--- config.mk ---
export PLATFORM = sky130hd
export DESIGN_NAME = pe_net_if
export DESIGN_NICKNAME = d
export VERILOG_FILES = /design/src/rtl/noc_pkg.sv /design/src/rtl/sync_fifo.sv /design/src/rtl/pe_net_if.sv
export SDC_FILE = /design/constraint.sdc
export NUM_CORES = 1
export LEC_CHECK = 0
export CORE_MARGIN = 4
export CORE_UTILIZATION = 30
export CTS_CLUSTER_DIAMETER = 100
export DETAILED_ROUTE_END_ITERATION = 12
export PLACE_DENSITY = 0.51
export SYNTH_ARGS = -nofsm -noshare
export SYNTH_HDL_FRONTEND = slang
export SYNTH_HIERARCHICAL = 1
export SYNTH_SLANG_ARGS = --single-unit
export TNS_END_PERCENT = 10
--- constraint.sdc ---
create_clock -name i_sclk -period 2.7 [get_ports i_sclk]
set_input_delay 0.405 -clock i_sclk [delete_from_list [all_inputs] [get_ports i_sclk]]
set_output_delay 0.405 -clock i_sclk [all_outputs]
set_load 0.005 [all_outputs]
--- src/rtl/noc_pkg.sv ---
// ----------------------------------------------------------------------------
// noc_pkg: shared BTree NoC flit layout helpers and default sizes.  Rev 1.0
// ----------------------------------------------------------------------------
`default_nettype none

package noc_pkg;

  localparam int DEF_DATA_WIDTH = 32;
  localparam int DEF_ADDR_WIDTH = 3;
  localparam int DEF_NUM_PE     = 8;

  // Flit = {dest address, payload}; the address sits directly above the payload.
  function automatic int addr_msb(input int data_width, input int addr_width);
    return data_width + addr_width - 1;
  endfunction

  function automatic int addr_lsb(input int data_width);
    return data_width;
  endfunction

  function automatic int data_msb(input int data_width);
    return data_width - 1;
  endfunction

  function automatic int data_lsb();
    return 0;
  endfunction

endpackage

`default_nettype wire

--- src/rtl/sync_fifo.sv ---
// ----------------------------------------------------------------------------
// sync_fifo: valid/ready FIFO with registered storage, no bypass.  Rev 1.0
// ----------------------------------------------------------------------------
`default_nettype none

module sync_fifo #(
  parameter int Width = 32,
  parameter int Depth = 4
) (
  input  logic             clk_i,
  input  logic             rst_ni,
  input  logic [Width-1:0] push_data_i,
  input  logic             push_valid_i,
  output logic             push_ready_o,
  output logic [Width-1:0] pop_data_o,
  output logic             pop_valid_o,
  input  logic             pop_ready_i
);

  localparam int PtrWidth = (Depth > 1) ? $clog2(Depth) : 1;
  localparam int CntWidth = $clog2(Depth) + 1;

  logic [Width-1:0]    mem_q [Depth];
  logic [PtrWidth-1:0] wr_ptr_q, wr_ptr_d;
  logic [PtrWidth-1:0] rd_ptr_q, rd_ptr_d;
  logic [CntWidth-1:0] count_q, count_d;
  logic                w_full;
  logic                w_empty;
  logic                w_push;
  logic                w_pop;

  assign w_full       = (count_q == CntWidth'(Depth));
  assign w_empty      = (count_q == '0);
  assign push_ready_o = !w_full;
  assign pop_valid_o  = !w_empty;
  assign pop_data_o   = mem_q[rd_ptr_q];
  assign w_push       = push_valid_i && !w_full;
  assign w_pop        = pop_ready_i && !w_empty;

  // Depth is a power of two, so pointers wrap by natural overflow.
  always_comb begin
    wr_ptr_d = wr_ptr_q;
    rd_ptr_d = rd_ptr_q;
    count_d  = count_q;
    if (w_push) wr_ptr_d = wr_ptr_q + PtrWidth'(1);
    if (w_pop)  rd_ptr_d = rd_ptr_q + PtrWidth'(1);
    case ({w_push, w_pop})
      2'b10:   count_d = count_q + CntWidth'(1);
      2'b01:   count_d = count_q - CntWidth'(1);
      default: count_d = count_q;
    endcase
  end

  always_ff @(posedge clk_i or negedge rst_ni) begin
    if (!rst_ni) begin
      wr_ptr_q <= '0;
      rd_ptr_q <= '0;
      count_q  <= '0;
    end else begin
      wr_ptr_q <= wr_ptr_d;
      rd_ptr_q <= rd_ptr_d;
      count_q  <= count_d;
    end
  end

  always_ff @(posedge clk_i) begin
    if (w_push) mem_q[wr_ptr_q] <= push_data_i;
  end

endmodule

`default_nettype wire

--- src/rtl/pe_net_if.sv ---
// ----------------------------------------------------------------------------
// pe_net_if: PE-side NoC endpoint with TX/RX FIFOs, address check, status.  Rev 1.0
// ----------------------------------------------------------------------------
`default_nettype none

module pe_net_if
  import noc_pkg::*;
#(
  parameter int DataWidth = DEF_DATA_WIDTH,
  parameter int AddrWidth = DEF_ADDR_WIDTH,
  parameter int MyAddr    = 0,
  parameter int FifoDepth = 4,
  parameter int CntWidth  = 16
) (
  input  logic                           i_sclk,
  input  logic                           i_reset,
  input  logic [DataWidth-1:0]           i_tx_data,
  input  logic [AddrWidth-1:0]           i_tx_dest,
  input  logic                           i_tx_valid,
  output logic                           o_tx_ready,
  output logic [DataWidth+AddrWidth-1:0] o_noc_data,
  output logic                           o_noc_data_valid,
  input  logic                           i_noc_data_ready,
  input  logic [DataWidth+AddrWidth-1:0] i_noc_data,
  input  logic                           i_noc_data_valid,
  output logic                           o_noc_data_ready,
  output logic [DataWidth-1:0]           o_rx_data,
  output logic                           o_rx_valid,
  input  logic                           i_rx_ready,
  output logic [CntWidth-1:0]            o_tx_count,
  output logic [CntWidth-1:0]            o_rx_count,
  output logic                           o_err_misroute,
  output logic                           o_err_self
);

  localparam int FlitWidth = DataWidth + AddrWidth;
  localparam int AddrMsb   = addr_msb(DataWidth, AddrWidth);
  localparam int AddrLsb   = addr_lsb(DataWidth);
  localparam int DataMsb   = data_msb(DataWidth);
  localparam int DataLsb   = data_lsb();
  localparam logic [AddrWidth-1:0] OwnAddr = AddrWidth'(MyAddr);

  logic [FlitWidth-1:0] w_tx_flit;
  logic [AddrWidth-1:0] w_rx_addr;
  logic [DataWidth-1:0] w_rx_payload;
  logic                 w_tx_to_self;
  logic                 w_tx_push_valid;
  logic                 w_tx_self;
  logic                 w_noc_tx_xfer;
  logic                 w_rx_addr_ok;
  logic                 w_rx_push_valid;
  logic                 w_rx_push;
  logic                 w_rx_misroute;

  logic [CntWidth-1:0]  tx_count_q, tx_count_d;
  logic [CntWidth-1:0]  rx_count_q, rx_count_d;
  logic                 err_misroute_q, err_misroute_d;
  logic                 err_self_q, err_self_d;

  always_comb begin
    w_tx_flit                  = '0;
    w_tx_flit[AddrMsb:AddrLsb] = i_tx_dest;
    w_tx_flit[DataMsb:DataLsb] = i_tx_data;
  end

  assign w_rx_addr    = i_noc_data[AddrMsb:AddrLsb];
  assign w_rx_payload = i_noc_data[DataMsb:DataLsb];

  // Self-addressed requests still complete the PE handshake, but never reach the FIFO.
  assign w_tx_to_self    = (i_tx_dest == OwnAddr);
  assign w_tx_push_valid = i_tx_valid && !w_tx_to_self;
  assign w_tx_self       = i_tx_valid && o_tx_ready && w_tx_to_self;
  assign w_noc_tx_xfer   = o_noc_data_valid && i_noc_data_ready;

  assign w_rx_addr_ok    = (w_rx_addr == OwnAddr);
  assign w_rx_push_valid = i_noc_data_valid && w_rx_addr_ok;
  assign w_rx_push       = i_noc_data_valid && o_noc_data_ready && w_rx_addr_ok;
  assign w_rx_misroute   = i_noc_data_valid && o_noc_data_ready && !w_rx_addr_ok;

  sync_fifo #(
    .Width (FlitWidth),
    .Depth (FifoDepth)
  ) u_tx_fifo (
    .clk_i        (i_sclk),
    .rst_ni       (i_reset),
    .push_data_i  (w_tx_flit),
    .push_valid_i (w_tx_push_valid),
    .push_ready_o (o_tx_ready),
    .pop_data_o   (o_noc_data),
    .pop_valid_o  (o_noc_data_valid),
    .pop_ready_i  (i_noc_data_ready)
  );

  sync_fifo #(
    .Width (DataWidth),
    .Depth (FifoDepth)
  ) u_rx_fifo (
    .clk_i        (i_sclk),
    .rst_ni       (i_reset),
    .push_data_i  (w_rx_payload),
    .push_valid_i (w_rx_push_valid),
    .push_ready_o (o_noc_data_ready),
    .pop_data_o   (o_rx_data),
    .pop_valid_o  (o_rx_valid),
    .pop_ready_i  (i_rx_ready)
  );

  always_comb begin
    tx_count_d     = tx_count_q;
    rx_count_d     = rx_count_q;
    err_misroute_d = err_misroute_q;
    err_self_d     = err_self_q;
    if (w_noc_tx_xfer) tx_count_d     = tx_count_q + CntWidth'(1);
    if (w_rx_push)     rx_count_d     = rx_count_q + CntWidth'(1);
    if (w_rx_misroute) err_misroute_d = 1'b1;
    if (w_tx_self)     err_self_d     = 1'b1;
  end

  always_ff @(posedge i_sclk or negedge i_reset) begin
    if (!i_reset) begin
      tx_count_q     <= '0;
      rx_count_q     <= '0;
      err_misroute_q <= 1'b0;
      err_self_q     <= 1'b0;
    end else begin
      tx_count_q     <= tx_count_d;
      rx_count_q     <= rx_count_d;
      err_misroute_q <= err_misroute_d;
      err_self_q     <= err_self_d;
    end
  end

  assign o_tx_count     = tx_count_q;
  assign o_rx_count     = rx_count_q;
  assign o_err_misroute = err_misroute_q;
  assign o_err_self     = err_self_q;

endmodule

`default_nettype wire

Yosys cells after proc, flatten, opt, wreduce, memory -nomap -nowiden
Memory sizes are Yosys's and may differ from the RTL's.
Index checks and enable logic that the tools add are counted.
Widths: inputs -> output; s select.
Word-level totals
  register bits: 48
  bits in writable memories: 268
  input bits: 76
  output and inout bits: 105
  logic and storage cells: 57
  memories kept: 2
Cells by class
  add/subtract/negate cells: 10
  equal/unequal tests: 6
  muxes and demuxes: 6
  reductions and logical operators: 23
Memory list
  u_tx_fifo.mem_q: depth 4, width 35, rd ports 1, clocked after memory_dff 0, write ports 1, RTL line sync_fifo.sv:23  | logic [Width-1:0] mem_q [Depth];
  u_rx_fifo.mem_q: depth 4, width 32, rd ports 1, clocked after memory_dff 0, write ports 1, RTL line sync_fifo.sv:23
Operators with widths (number)
  $add 16x1->16 const B: 2
  $logic_not 3->1: 4
  $pmux 3 s2: 2
  $logic_and 1x1->1: 11
  $add 2x1->2 const B: 4
  $add 3x1->3 const B: 2
  $eq 3x3->1 const B: 2
  $logic_not 1->1: 6
  $sub 3x1->3 const B: 2
  $eq 2x1->1 const B: 2
  $eq 2x2->1 const B: 2
  $mux 1: 4
  $reduce_bool 2->1: 2

Logic depth before layout (Yosys ltp)
  depth in word-level cells: 6
  depth in mapped cells: 11
  gate-level depth less buffers: 10

Hierarchy
The synthesis kept the hierarchy.
Modules (own cells, without submodules)
  sync_fifo (u_tx_fifo): instances 1, cells each 220, area each 5474.0 um2
  sync_fifo (u_rx_fifo): instances 1, cells each 205, area each 5039.8 um2
  pe_net_if: instances 1, cells each 129, area each 1516.5 um2

Least setup slack after synthesis
Ideal clock, no wire load.
  path kind: input to register
  from: in i_noc_data[33]
  to: reg u_rx_fifo.count_q[2]
  arrival time: 2029 ps
  setup slack: 546 ps
  stages on the path: 11
  buffers on the path: 1
  cell sequence: or3_4 buf_6 nor2_1 and2_4 inv_1 ha_1 inv_1 fa_1 xor2_1 nor2_1 xor2_1
Between the ends
  cells in the longest elaborated chain, start to end: 5
  elaborated cells between the ends (all ways): 7
  classes of those cells: eq/ne (2); mux (1); reduce/logical (4)
RTL lines
  start, declared: RTL line pe_net_if.sv:24  | input logic [DataWidth+AddrWidth-1:0] i_noc_data,
  $logic_not 3->1 *: RTL line pe_net_if.sv:75  | assign w_rx_addr_ok = (w_rx_addr == OwnAddr);
  $logic_and 1x1->1 *: RTL line pe_net_if.sv:76  | assign w_rx_push_valid = i_noc_data_valid && w_rx_addr_ok;
  net w_rx_push_valid: RTL line pe_net_if.sv:51  | logic w_rx_push_valid;
  $logic_and 1x1->1 *: RTL line sync_fifo.sv:37  | assign w_push = push_valid_i && !w_full;
  $eq 2x1->1 / $eq 2x2->1 (equally long branches): RTL line sync_fifo.sv:47  | case ({w_push, w_pop})
  $pmux 3 s2 / $reduce_bool 2->1 (equally long branches)
  end signal, assigned: RTL line sync_fifo.sv:62  | count_q <= count_d;
  end, declared: RTL line sync_fifo.sv:26  | logic [CntWidth-1:0] count_q, count_d;
Mark *: on every way through the listed nets, which the timed path passes. The rest lies on a longest branch.
A chain may end at the register's enable or synchronous reset.

Worst setup path after layout
  from: reg u_tx_fifo.rd_ptr_q[0]
  to: out o_noc_data[18]
Between the ends
  cells in the longest elaborated chain, start to end: 1
RTL lines
  start, declared: RTL line sync_fifo.sv:25  | logic [PtrWidth-1:0] rd_ptr_q, rd_ptr_d;
  start signal, assigned: RTL line sync_fifo.sv:61  | rd_ptr_q <= rd_ptr_d;
  $mem_v2 4x35
  end, declared: RTL line pe_net_if.sv:21  | output logic [DataWidth+AddrWidth-1:0] o_noc_data,
No other way between the ends.

==> key figures <==
Run status
  – Status: complete, no violations

CTS
  – Total CTS buffers: 36
  – Worst-path clk slew: 0.06 ns
  – Clk_lat worst skew: between 0.5 and 0.6 ns
  – CTS tree: yes
  – Htree depth: 2
  – Clk buf depth: 3
  – Clock sinks: 316
  – Clock Tree Root: clkbuf_16

Die
  – Core area: between 30,000 and 40,000 um2
  – Die ar.: 43,400 um2
  – Initial core utilization: a little under a third
  – Number of cell rows: 73
  – Height of the die: around 210 um
  – I/O pins: roughly 180
  – Chip width: 208 um

Power
  – Leakage: approximately 5.5 nW
  – Sw Share: 26.6%
  – VDD IR max: 0.490 mV
  – Clock share of power: 29.1%
  – Switching Power: ~0.0041 W
  – Comb power frac: 29.9%
  – Final Power: around 0.015 W
  – Pwr dens: slightly below 1000 nW/um2
  – Sequential power share: between 40% and 50%
  – Internal Pwr Total: roughly 0.011 W

Timing
  – Crit path time final: between 2 and 3 ns
  – Clk_skew: approximately 0.021 ns
  – Final hold violations: 0
  – Rel. slew slack: 76.7%
  – Slew @ Worst Pin: approximately 0.35 ns
  – Setup TNS: 0 ns
  – Period utilisation layout: a little over nine tenths
  – Endpoints failing setup: 0
  – Slew Limit Fails: 0
  – Fmax: between 300 and 400 MHz
  – RSZ-0062 raised after global routing: yes

Setup path
  – Critical path fanouts, max: 10
  – CP Capture Type: primary output
  – Critical path data required time: ~2.3 ns
  – Crit path max-delay family: buffers and inverters
  – Slowest cell on crit path: mux4_2
  – R2r startpoint: u_rx_fifo/count_q[0]$_DFFE_PN0P_
  – Largest stage delay, worst path: between 0.5 and 0.6 ns
  – Worst Setup SP: u_tx_fifo/rd_ptr_q[0]$_DFFE_PN0P_
  – WP depth: 3
  – Buf+Inv Stages, Crit Path: 2
  – Critical Path, Cell by Cell: buf_8, mux4_2, clkdlybuf4s50_1
  – Critical R2R Capture: u_rx_fifo/count_q[2]$_DFFE_PN0P_
  – Crit path capture: o_noc_data[18]
  – Crit start category: flip-flop
  – Worst r2r path cells: 9
  – Critical path arrival: approximately 2.2 ns
  – Worst setup path category: flip-flop to primary output
  – R2R Setup Slk: 0.46 ns

Route
  – Wire length per cell: 18.5 um
  – Initial DRC Count: approximately 200
  – Drt drc: 0
  – Vias per cell: roughly 4.4
  – Detail Route Antenna Nets: 0
  – Vias: 5,920
  – DRT Pass-1 Iters: 4
  – Final wirelength: about 25 mm

Cells and area
  – Diode count: 0
  – Area Growth Syn to Fin: 32.3%
  – Post-route cell area: 15,900 um2
  – Most frequent cells in the layout: edfxtp_1, clkdlybuf4s50_1, mux4_2, dfrtp_1, clkbuf_16
  – Util after Layout: about two fifths
  – Final cell count without fillers: about 1,300
  – NumNets Final: between 800 and 900
  – Layout fillers: 3,562
  – Area of the multi-input gates: around 2600 um2
  – Register area: around 9300 um2
  – Layout cell share with drive strength beyond 1: approximately a fifth
  – Most common cell after layout, fill and taps aside: edfxtp_1

Synthesis
  – Top_reg_cell synth: edfxtp_1
  – Post-synthesis compound-gate area fraction: less than 1%
  – Post-Synth Adder-Cell Area: 1.58%
  – Mux share of post-synthesis cell area: around an eighth
  – Synthesized flop and latch total: approximately 320
  – Netlist cell types: 35
  – Post-synthesis xor/xnor area fraction: 3.06%
  – Top cell type by total area after synthesis: edfxtp_1
  – Synth Warn #: 6
  – Number of synthesized flops with an enable pin: approximately 270
  – Ys async rst share: ~15%
  – Cells after Synth: roughly 550
  – Post-Syn Area: between 10,000 and 15,000 um2
  – Synth Area in Simple Gates: 3.70%
  – Syn_nets: approximately 640
  – Syn avg cell area: 21.7 um2
  – Main combinational cell family by area after synthesis: multiplexers
  – Top post-synthesis cells by area: edfxtp_1, mux4_2, dfrtp_1
  – Sequential area share after synthesis: between 70% and 80%
  – Post-synth top area share: about two thirds

Run
  – Number of max-cap violations: 0

Global route
  – Largest net degree at the start of global routing: 37
  – First-pass GRT wire length: 38.4 mm
  – Vias in the first global route: 6,380
  – GR Overflow Total: 0
  – Initial antenna violation count: 0
  – GRT Total Usage: between 10% and 20%

Placed design
  – HPWL after DPL: 15.9 mm
  – Post-Place Cells: roughly 1,300
  – I/O Buffers: 180
  – Placer Congestion: 0.686
  – Post-place instance area: roughly 15,000 um2

Worst hold path
  – Worst min path class: input pin to asynchronous set/reset pin
[worst reg2reg max path: cells and delay by family, from the launching register on]
kind                     cells  cell delay [ns]
AND/OR/NAND/NOR              3             0.79
adder cells (fa/ha/maj)      2             0.54
buffers and inverters        2             0.11
flip-flops                   1             0.42
XOR/XNOR                     2             0.29
[cell usage after synthesis, types with 4 or more instances]
| cell type | number |
|---|---|
| and3_1 | 4 |
| and3_2 | 8 |
| buf_2 | 7 |
| buf_4 | 6 |
| dfrtp_1 | 48 |
| edfxtp_1 | 268 |
| ha_1 | 12 |
| inv_1 | 15 |
| mux4_2 | 67 |
| nand2_1 | 13 |
| nand3_1 | 10 |
| nand4_1 | 9 |
| nor2_1 | 11 |
| xnor2_1 | 29 |
| xor2_1 | 13 |
[how the worst min path moves through the flow]
| stage | from | endpoint | slack [ns] |
|---|---|---|---|
| after floorplan | i_reset | o_err_misroute$_DFFE_PN0P_ | 0.11 |
| after global placement | i_reset | o_rx_count[14]$_DFFE_PN0P_ | 0.30 |
| after detailed placement | i_reset | u_rx_fifo/rd_ptr_q[1]$_DFFE_PN0P_ | 0.30 |
| after CTS | i_reset | u_rx_fifo/count_q[1]$_DFFE_PN0P_ | 0.24 |
| after global routing | i_reset | u_rx_fifo/count_q[1]$_DFFE_PN0P_ | 0.27 |
| final | i_reset | u_rx_fifo/count_q[1]$_DFFE_PN0P_ | 0.28 |
[timing repair]
item	4_1_cts	5_1_grt
endpoints found under the setup margin	62	10
endpoints found under the hold margin	9	0
gates cloned	1	0
hold buffers	1	0
buffers inserted	5	0
gates resized for setup	17	10
[power by group through the flow]
stage | logic [W] | clock network, W | registers (W)
floorplan | 0.00235 | 0 | 0.00627
global placement | 0.00472 | 0 | 0.00641
detailed placement | 0.00470 | 0 | 0.00642
CTS | 0.00478 | 0.00463 | 0.00631
global route | 0.00498 | 0.00484 | 0.00637
finish | 0.00458 | 0.00446 | 0.00629
[logic make-up after synthesis]
logic type	Yosys count
XOR/XNOR	42
flip-flops	316
multiplexers	73
AO/OA/AOI/OAI	4
adder cells (fa/ha/maj)	14
buffers and inverters	32
AND/OR/NAND/NOR	73
[through the flow]
stage,worst slack (ns),hold slack [ns]
after floorplan,0.546,0.109
after global placement,0.160,0.298
after detailed placement,0.104,0.298
after CTS,-0.0101,0.237
after global routing,-0.00557,0.271
final,0.0946,0.279
[per-layer routing]
layer	vias up	track usage, %	wire length (um)
met5	-	0	0
met1	3031	14.8	10800
met3	36	3.60	1430
met4	0	3.40	505
met2	148	18.4	11900
li1	2705	-	-
[state kept, by name, summed over array words and instances (netlist names)]
| name | count |
|---|---|
| u_tx_fifo/count_q | 3 |
| o_err_misroute | 1 |
| u_tx_fifo/rd_ptr_q | 2 |
| u_tx_fifo/wr_ptr_q | 2 |
| o_err_self | 1 |
| u_tx_fifo/mem_q | 140 |
| u_rx_fifo/count_q | 3 |
| o_rx_count | 16 |
| u_rx_fifo/rd_ptr_q | 2 |
| u_rx_fifo/wr_ptr_q | 2 |
| u_rx_fifo/mem_q | 128 |
| o_tx_count | 16 |
[layout make-up]
type	instances	area share (%)
timing repair buffer	210	14.2
sequential	316	58.1
inverter	15	0.354
clock inverter	18	0.857
multi-input combinational	206	16.5
clock buffer	45	5.87
tap	525	4.13
(Power assumes the default switching activity.)
